**config.mk**
```make
export PLATFORM = sky130hd
export DESIGN_NAME = ch552_uart_host_tx
export DESIGN_NICKNAME = d
export VERILOG_FILES = /design/src/rtl/ch552_uart_host_tx_pkg.sv /design/src/rtl/ch552_uart_fifo.sv /design/src/rtl/ch552_uart_host_tx.sv
export SDC_FILE = /design/constraint.sdc
export NUM_CORES = 1
export LEC_CHECK = 0
export ABC_CLOCK_PERIOD_IN_PS = 2640
export CORE_AREA = 8 8 146 120
export DETAILED_ROUTE_END_ITERATION = 16
export DIE_AREA = 0 0 154 128
export HOLD_SLACK_MARGIN = 0.12
export PLACE_DENSITY = 0.67
export SLEW_MARGIN = 40
export SYNTH_ARGS = -nofsm -noshare
export SYNTH_HDL_FRONTEND = slang
export SYNTH_HIERARCHICAL = 1
export SYNTH_SLANG_ARGS = --single-unit
```
**constraint.sdc**
```tcl
create_clock -name clk -period 2.64 [get_ports clk]
set_input_delay 0.792 -clock clk [delete_from_list [all_inputs] [get_ports clk]]
set_output_delay 0.792 -clock clk [all_outputs]
set_load 0.005 [all_outputs]
```
**src/rtl/ch552_uart_host_tx_pkg.sv**
```systemverilog
// ch552_uart_host_tx_pkg: shared UART constants and FSM state encoding
package ch552_uart_host_tx_pkg;
  localparam int UART_BIT_DIV_DEFAULT = 288;
  localparam int UART_DATA_BITS = 8;
  typedef enum logic [1:0] {IDLE = 2'd0, START = 2'd1, DATA = 2'd2, STOP = 2'd3} state_t;
endpackage

```
**src/rtl/ch552_uart_fifo.sv**
```systemverilog
// ch552_uart_fifo: synchronous byte FIFO with head word presented from the storage flops
module ch552_uart_fifo #(
  parameter int DEPTH = 16
) (
  input  logic                     clk,
  input  logic                     reset,
  input  logic                     push,
  input  logic                     pop,
  input  logic [7:0]               din,
  output logic [7:0]               head,
  output logic                     full,
  output logic                     empty,
  output logic [$clog2(DEPTH):0]   level
);
  localparam int AW = $clog2(DEPTH);
  localparam int LW = AW + 1;
  logic [7:0] mem [DEPTH];
  logic [AW-1:0] wr_ptr, rd_ptr;
  logic do_push, do_pop;
  assign full = level == LW'(DEPTH);
  assign empty = level == '0;
  assign do_push = push & ~full;
  assign do_pop = pop & ~empty;
  assign head = mem[rd_ptr];
  always_ff @(posedge clk or posedge reset) begin
    if (reset) begin
      wr_ptr <= '0;
      rd_ptr <= '0;
      level <= '0;
    end else begin
      if (do_push) wr_ptr <= wr_ptr + 1'b1;
      if (do_pop) rd_ptr <= rd_ptr + 1'b1;
      level <= level + LW'(do_push) - LW'(do_pop);
    end
  end
  always_ff @(posedge clk) begin
    if (do_push) mem[wr_ptr] <= din;
  end
endmodule

```
**src/rtl/ch552_uart_host_tx.sv**
```systemverilog
// ch552_uart_host_tx: buffered 8N1 UART transmitter gated by the FPGA's clear-to-send
module ch552_uart_host_tx
  import ch552_uart_host_tx_pkg::*;
#(
  parameter int BIT_DIV = UART_BIT_DIV_DEFAULT,
  parameter int FIFO_DEPTH = 16
) (
  input  logic                          clk,
  input  logic                          reset,
  input  logic                          in_valid,
  input  logic [7:0]                    in_data,
  output logic                          in_ready,
  input  logic                          fpga_cts,
  output logic                          txd,
  output logic                          busy,
  output logic [$clog2(FIFO_DEPTH):0]   fifo_level
);
  localparam int CW = $clog2(BIT_DIV);
  state_t state, state_n;
  logic [CW-1:0] cnt, cnt_n;
  logic [2:0] bit_idx, bit_n;
  logic [7:0] shreg, sh_n, head;
  logic [1:0] cts_q;
  logic cts_s, txd_n, pop, empty, full, tick, can_start;
  ch552_uart_fifo #(.DEPTH(FIFO_DEPTH)) u_fifo (
    .clk(clk), .reset(reset), .push(in_valid), .pop(pop), .din(in_data),
    .head(head), .full(full), .empty(empty), .level(fifo_level)
  );
  assign cts_s = cts_q[1];
  assign in_ready = ~full;
  assign busy = (state != IDLE) | ~empty;
  assign tick = cnt == CW'(BIT_DIV - 1);
  assign can_start = ~empty & cts_s;
  always_ff @(posedge clk or posedge reset) begin
    if (reset) begin
      cts_q <= '0;
      state <= IDLE;
      cnt <= '0;
      bit_idx <= '0;
      shreg <= '0;
      txd <= 1'b1;
    end else begin
      cts_q <= {cts_q[0], fpga_cts};
      state <= state_n;
      cnt <= cnt_n;
      bit_idx <= bit_n;
      shreg <= sh_n;
      txd <= txd_n;
    end
  end
  // CTS is only consulted when a frame would begin; frames in flight always complete
  always_comb begin
    state_n = state;
    cnt_n = tick ? '0 : cnt + 1'b1;
    bit_n = bit_idx;
    sh_n = shreg;
    txd_n = txd;
    pop = 1'b0;
    case (state)
      IDLE: begin
        cnt_n = '0;
        if (can_start) begin
          pop = 1'b1;
          state_n = START;
          sh_n = head;
          txd_n = 1'b0;
        end
      end
      START: if (tick) begin
        state_n = DATA;
        bit_n = '0;
        txd_n = shreg[0];
      end
      DATA: if (tick) begin
        if (bit_idx == 3'(UART_DATA_BITS - 1)) begin
          state_n = STOP;
          txd_n = 1'b1;
        end else begin
          bit_n = bit_idx + 1'b1;
          sh_n = shreg >> 1;
          txd_n = shreg[1];
        end
      end
      STOP: if (tick) begin
        if (can_start) begin
          pop = 1'b1;
          state_n = START;
          sh_n = head;
          txd_n = 1'b0;
        end else begin
          state_n = IDLE;
        end
      end
      default: state_n = IDLE;
    endcase
  end
endmodule
```
==> impl_metrics.yaml, run 1 <==
yosys:
  async_flop_share_pct: 22.9
  yosys.area.top_type: "edfxtp_1"
  synth_area_um2: 7250
  yosysWarningCount: 6
  synth_cell_types: 51
  syn_area_per_cell_um2: 16.4
  yosysMostFrequentCell: "edfxtp_1"
  ys_top_cells_by_area: "edfxtp_1 (53%), dfrtp_1 (13%), mux4_2 (5.0%)"
  syn_nets: 473
  synth_seq_cells: 166
  synthSimpleGateAreaFrac_pct: 6.09
  synth_xor_xnor_area_share_pct: 1.93
  synth_top_area_share_pct: 53.0
  synth_edf_count: 128
  synth_compound_area_share_pct: 6.64
  synthCells: 441
  synth_mux_area_share_pct: 12.0
  synth_fa_ha_area_share_pct: 3.55
  synth_top_family_by_area: "multiplexers"
  synth_common_cells: "edfxtp_1 (128), dfrtp_1 (37), mux2i_1 (32)"
  synth_ff_type: "edfxtp_1"
  yosysSeqAreaShare_pct: 66.1
pwr:
  swShare_pct: 31.5
  comb_power_share_pct: 34.6
  p_seq_share_pct: 37.7
  power_frac_clock_pct: 27.7
  p_int_mw: 6.45
  p_sw_mw: 2.96
  pwr_density_cell_nw_per_um2: 1090
  p_leak_nw: 3.23
  vdd_ir_drop_max_uv: 654
critical_path:
  worst-path-stages: 13
  end_kind: "flop"
  slowest_delay_ps: 580
  slowest_stage: "or4b_4"
  startpoint_type: "flop"
  reg2reg_depth: 13
  cp_top_family: "simple AND/OR/NAND/NOR gates"
  r2r_start: "cnt[7]"
  path_max_fanout: 2
  crit_start: "cnt[7]"
  critical_path_class: "reg2reg"
  crit_chain: "or4b_4 > nor2_8 > a21oi_2 > nor3_2 > nor2b_4 > ha_4 > inv_2 > ha_4 > fa_2 > a21oi_2 > nor2_1 > nor2_1 > xnor2_1"
  crit_required_ps: 2980
  path_buf_inv: 1
  cp_data_arrival_time_ps: 3010
die:
  start_util_pct: 47.3
  rows: 41
  dieArea_um2: 19700
  ioPinCount: 20
  fp.dieW_um: 154
  core-area_um2: 15300
  fp.dieH_um: 128
timing:
  rsz0062_at_grt: "true"
  worst_pin_slew_ps: 654
  post-route-period-util_pct: 101
  hold_viol: 0
  timing.slew.headroom_pct: 56.4
  fin_worst_skew_ps: 9.65
  final-setup-viol-count: 2
  post-route-min-period_ps: 2670
  max_freq_mhz: 374
  worst_slack_ps: -34.9
  slew_violations: 0
route:
  avgViaCountPerCell: 5.48
  vias: 3882
  wirelength_mm: 14.3
  drtPass1Iterations: 4
  initialDrtViolationCount: 343
  drc: 0
  ant_nets: 0
  wire_per_inst_um: 20.2
clocking:
  clock-sinks: 166
  cts_tree: "yes"
  numCtsBuffers: 17
  root_buffer: "clkbuf_16"
  htreeDepth: 4
  clockBufferDepth: 2
  ctsHoldBuffers: 0
  clk_pin_slew_worst_paths_ps: 60
  clk_latency_ps: 420
status:
  violations: "setup timing"
  status: "finished with violations"
placement:
  detailed_place.area_um2: 7970
  hpwl_mm: 9.46
  gp_congestion: 0.762
  place.port_buffers: 19
layout:
  area_delta_synth_final_pct: 19.4
  final_core_util_pct: 56.5
  antenna-diode-count: 0
  final_area_um2: 8660
  drive_above_1_share_pct: 27.0
  num-nets-final: 534
global_routing:
  grt_pass1_vias: 4104
  grt_max_degree: 26
  grt_usage_pct: 15.7
  use_met2_pct: 24.7
  grt_pass1_wl_mm: 23.1
  antenna_found_initial: 0
  met1_usage_pct: 21.3
  busiest_layer: "met2"
  grt_overflow: 0
  use_met3_pct: 3.84
min_path:
  hold_start: "cts_q[0]"
  hp-class: "reg2reg"
  hold_path_depth: 0
run:
  maxCapViolCount: 0
metal layers:
metal / share of wire [%] / wire length, µm
met1: 46 / 6540
met2: 47 / 6720
met3: 6.5 / 934
met4: 0.94 / 134
met5: 0 / 0
repair_timing:
item	in CTS	in global routing
endpoints found under the setup margin	3	5
pin swaps	0	2
setup buffers	1	1
gates resized for setup	5	7
final timing paths:
check,endpoint,slack (ps)
min reg2reg,cts_q[1],360
max in group asynchronous,u_fifo/rd_ptr[0],1540
min in group asynchronous,u_fifo/rd_ptr[2],730
max,u_fifo/level[4],-30
min,cts_q[1],360
max reg2reg,u_fifo/level[4],-30
flip-flops by register name, indices dropped and copies added (netlist names):
name,count
bit_idx,3
u_fifo/level,5
state,2
u_fifo/mem,128
u_fifo/rd_ptr,4
txd,1
shreg,8
u_fifo/wr_ptr,4
cnt,9
cts_q,2
cell families after synthesis:
logic type	count (synthesis)
AO/OA/AOI/OAI	55
XOR/XNOR	16
adder cells (fa/ha/maj)	20
buffers and inverters	42
flip-flops	166
multiplexers	65
AND/OR/NAND/NOR	77
cells in the final DEF, fill, tap and decap left out, types with 5 or more instances in the layout:
cell type,count
a221oi_1,7
and2_1,9
o21ai_0,11
mux2_2,16
clkinv_4,6
clkbuf_16,17
nand3_1,5
clkdlybuf4s50_1,17
ha_1,16
dfrtp_1,36
a221oi_2,9
mux4_2,16
a22o_1,5
xor2_1,5
a22oi_1,8
inv_1,18
nand2_1,18
buf_4,33
mux2i_1,32
nor2_1,15
nor3_1,6
edfxtp_1,128
buf_12,11
xnor2_1,11
power by group through the flow:
stage | combinational [mW] | clock, mW | sequential [mW]
5_1_grt | 3.56 | 2.74 | 3.60
2_1_floorplan | 2.41 | 0 | 3.44
6_report | 3.26 | 2.60 | 3.55
4_1_cts | 3.24 | 2.64 | 3.55
3_5_place_dp | 3.19 | 0 | 3.60
3_3_place_gp | 3.10 | 0 | 3.57
through the flow:
| stage | hold slack, ps | total power, mW | cells | worst slack (ps) | TNS (ps) |
|---|---|---|---|---|---|
| floorplan | 331 | 5.86 | 441 | -132 | -136 |
| global placement | 337 | 6.67 | 674 | -153 | -224 |
| detailed placement | 354 | 6.79 | 674 | -237 | -331 |
| CTS | 368 | 9.44 | 707 | -87.2 | -87.2 |
| global route | 373 | 9.90 | 708 | -177 | -314 |
| finish | 363 | 9.41 | 708 | -34.9 | -60.3 |
final cells by class:
cell class,instances,area (µm²)
clock buffer,17,425
clock inverter,15,204
fill,1161,6680
inverter,21,78.8
multi-input combinational,233,2260
sequential,166,4800
tap,193,241
timing repair buffer,63,659
Note: power is estimated with default switching activity, not from simulation.
==> inputs of run 2 (changes only) <==
- GPL_ROUTABILITY_DRIVEN: unset -> 0
- SLEW_MARGIN: 40 -> 0
==> results of run 2 <==
No change in the layout: final DEF, timing and power equal those of run 1.
==> inputs of run 3 (changes only) <==
- GPL_ROUTABILITY_DRIVEN: 0 -> unset
==> results of run 3 <==
No change in the layout: final DEF, timing and power equal those of run 1.
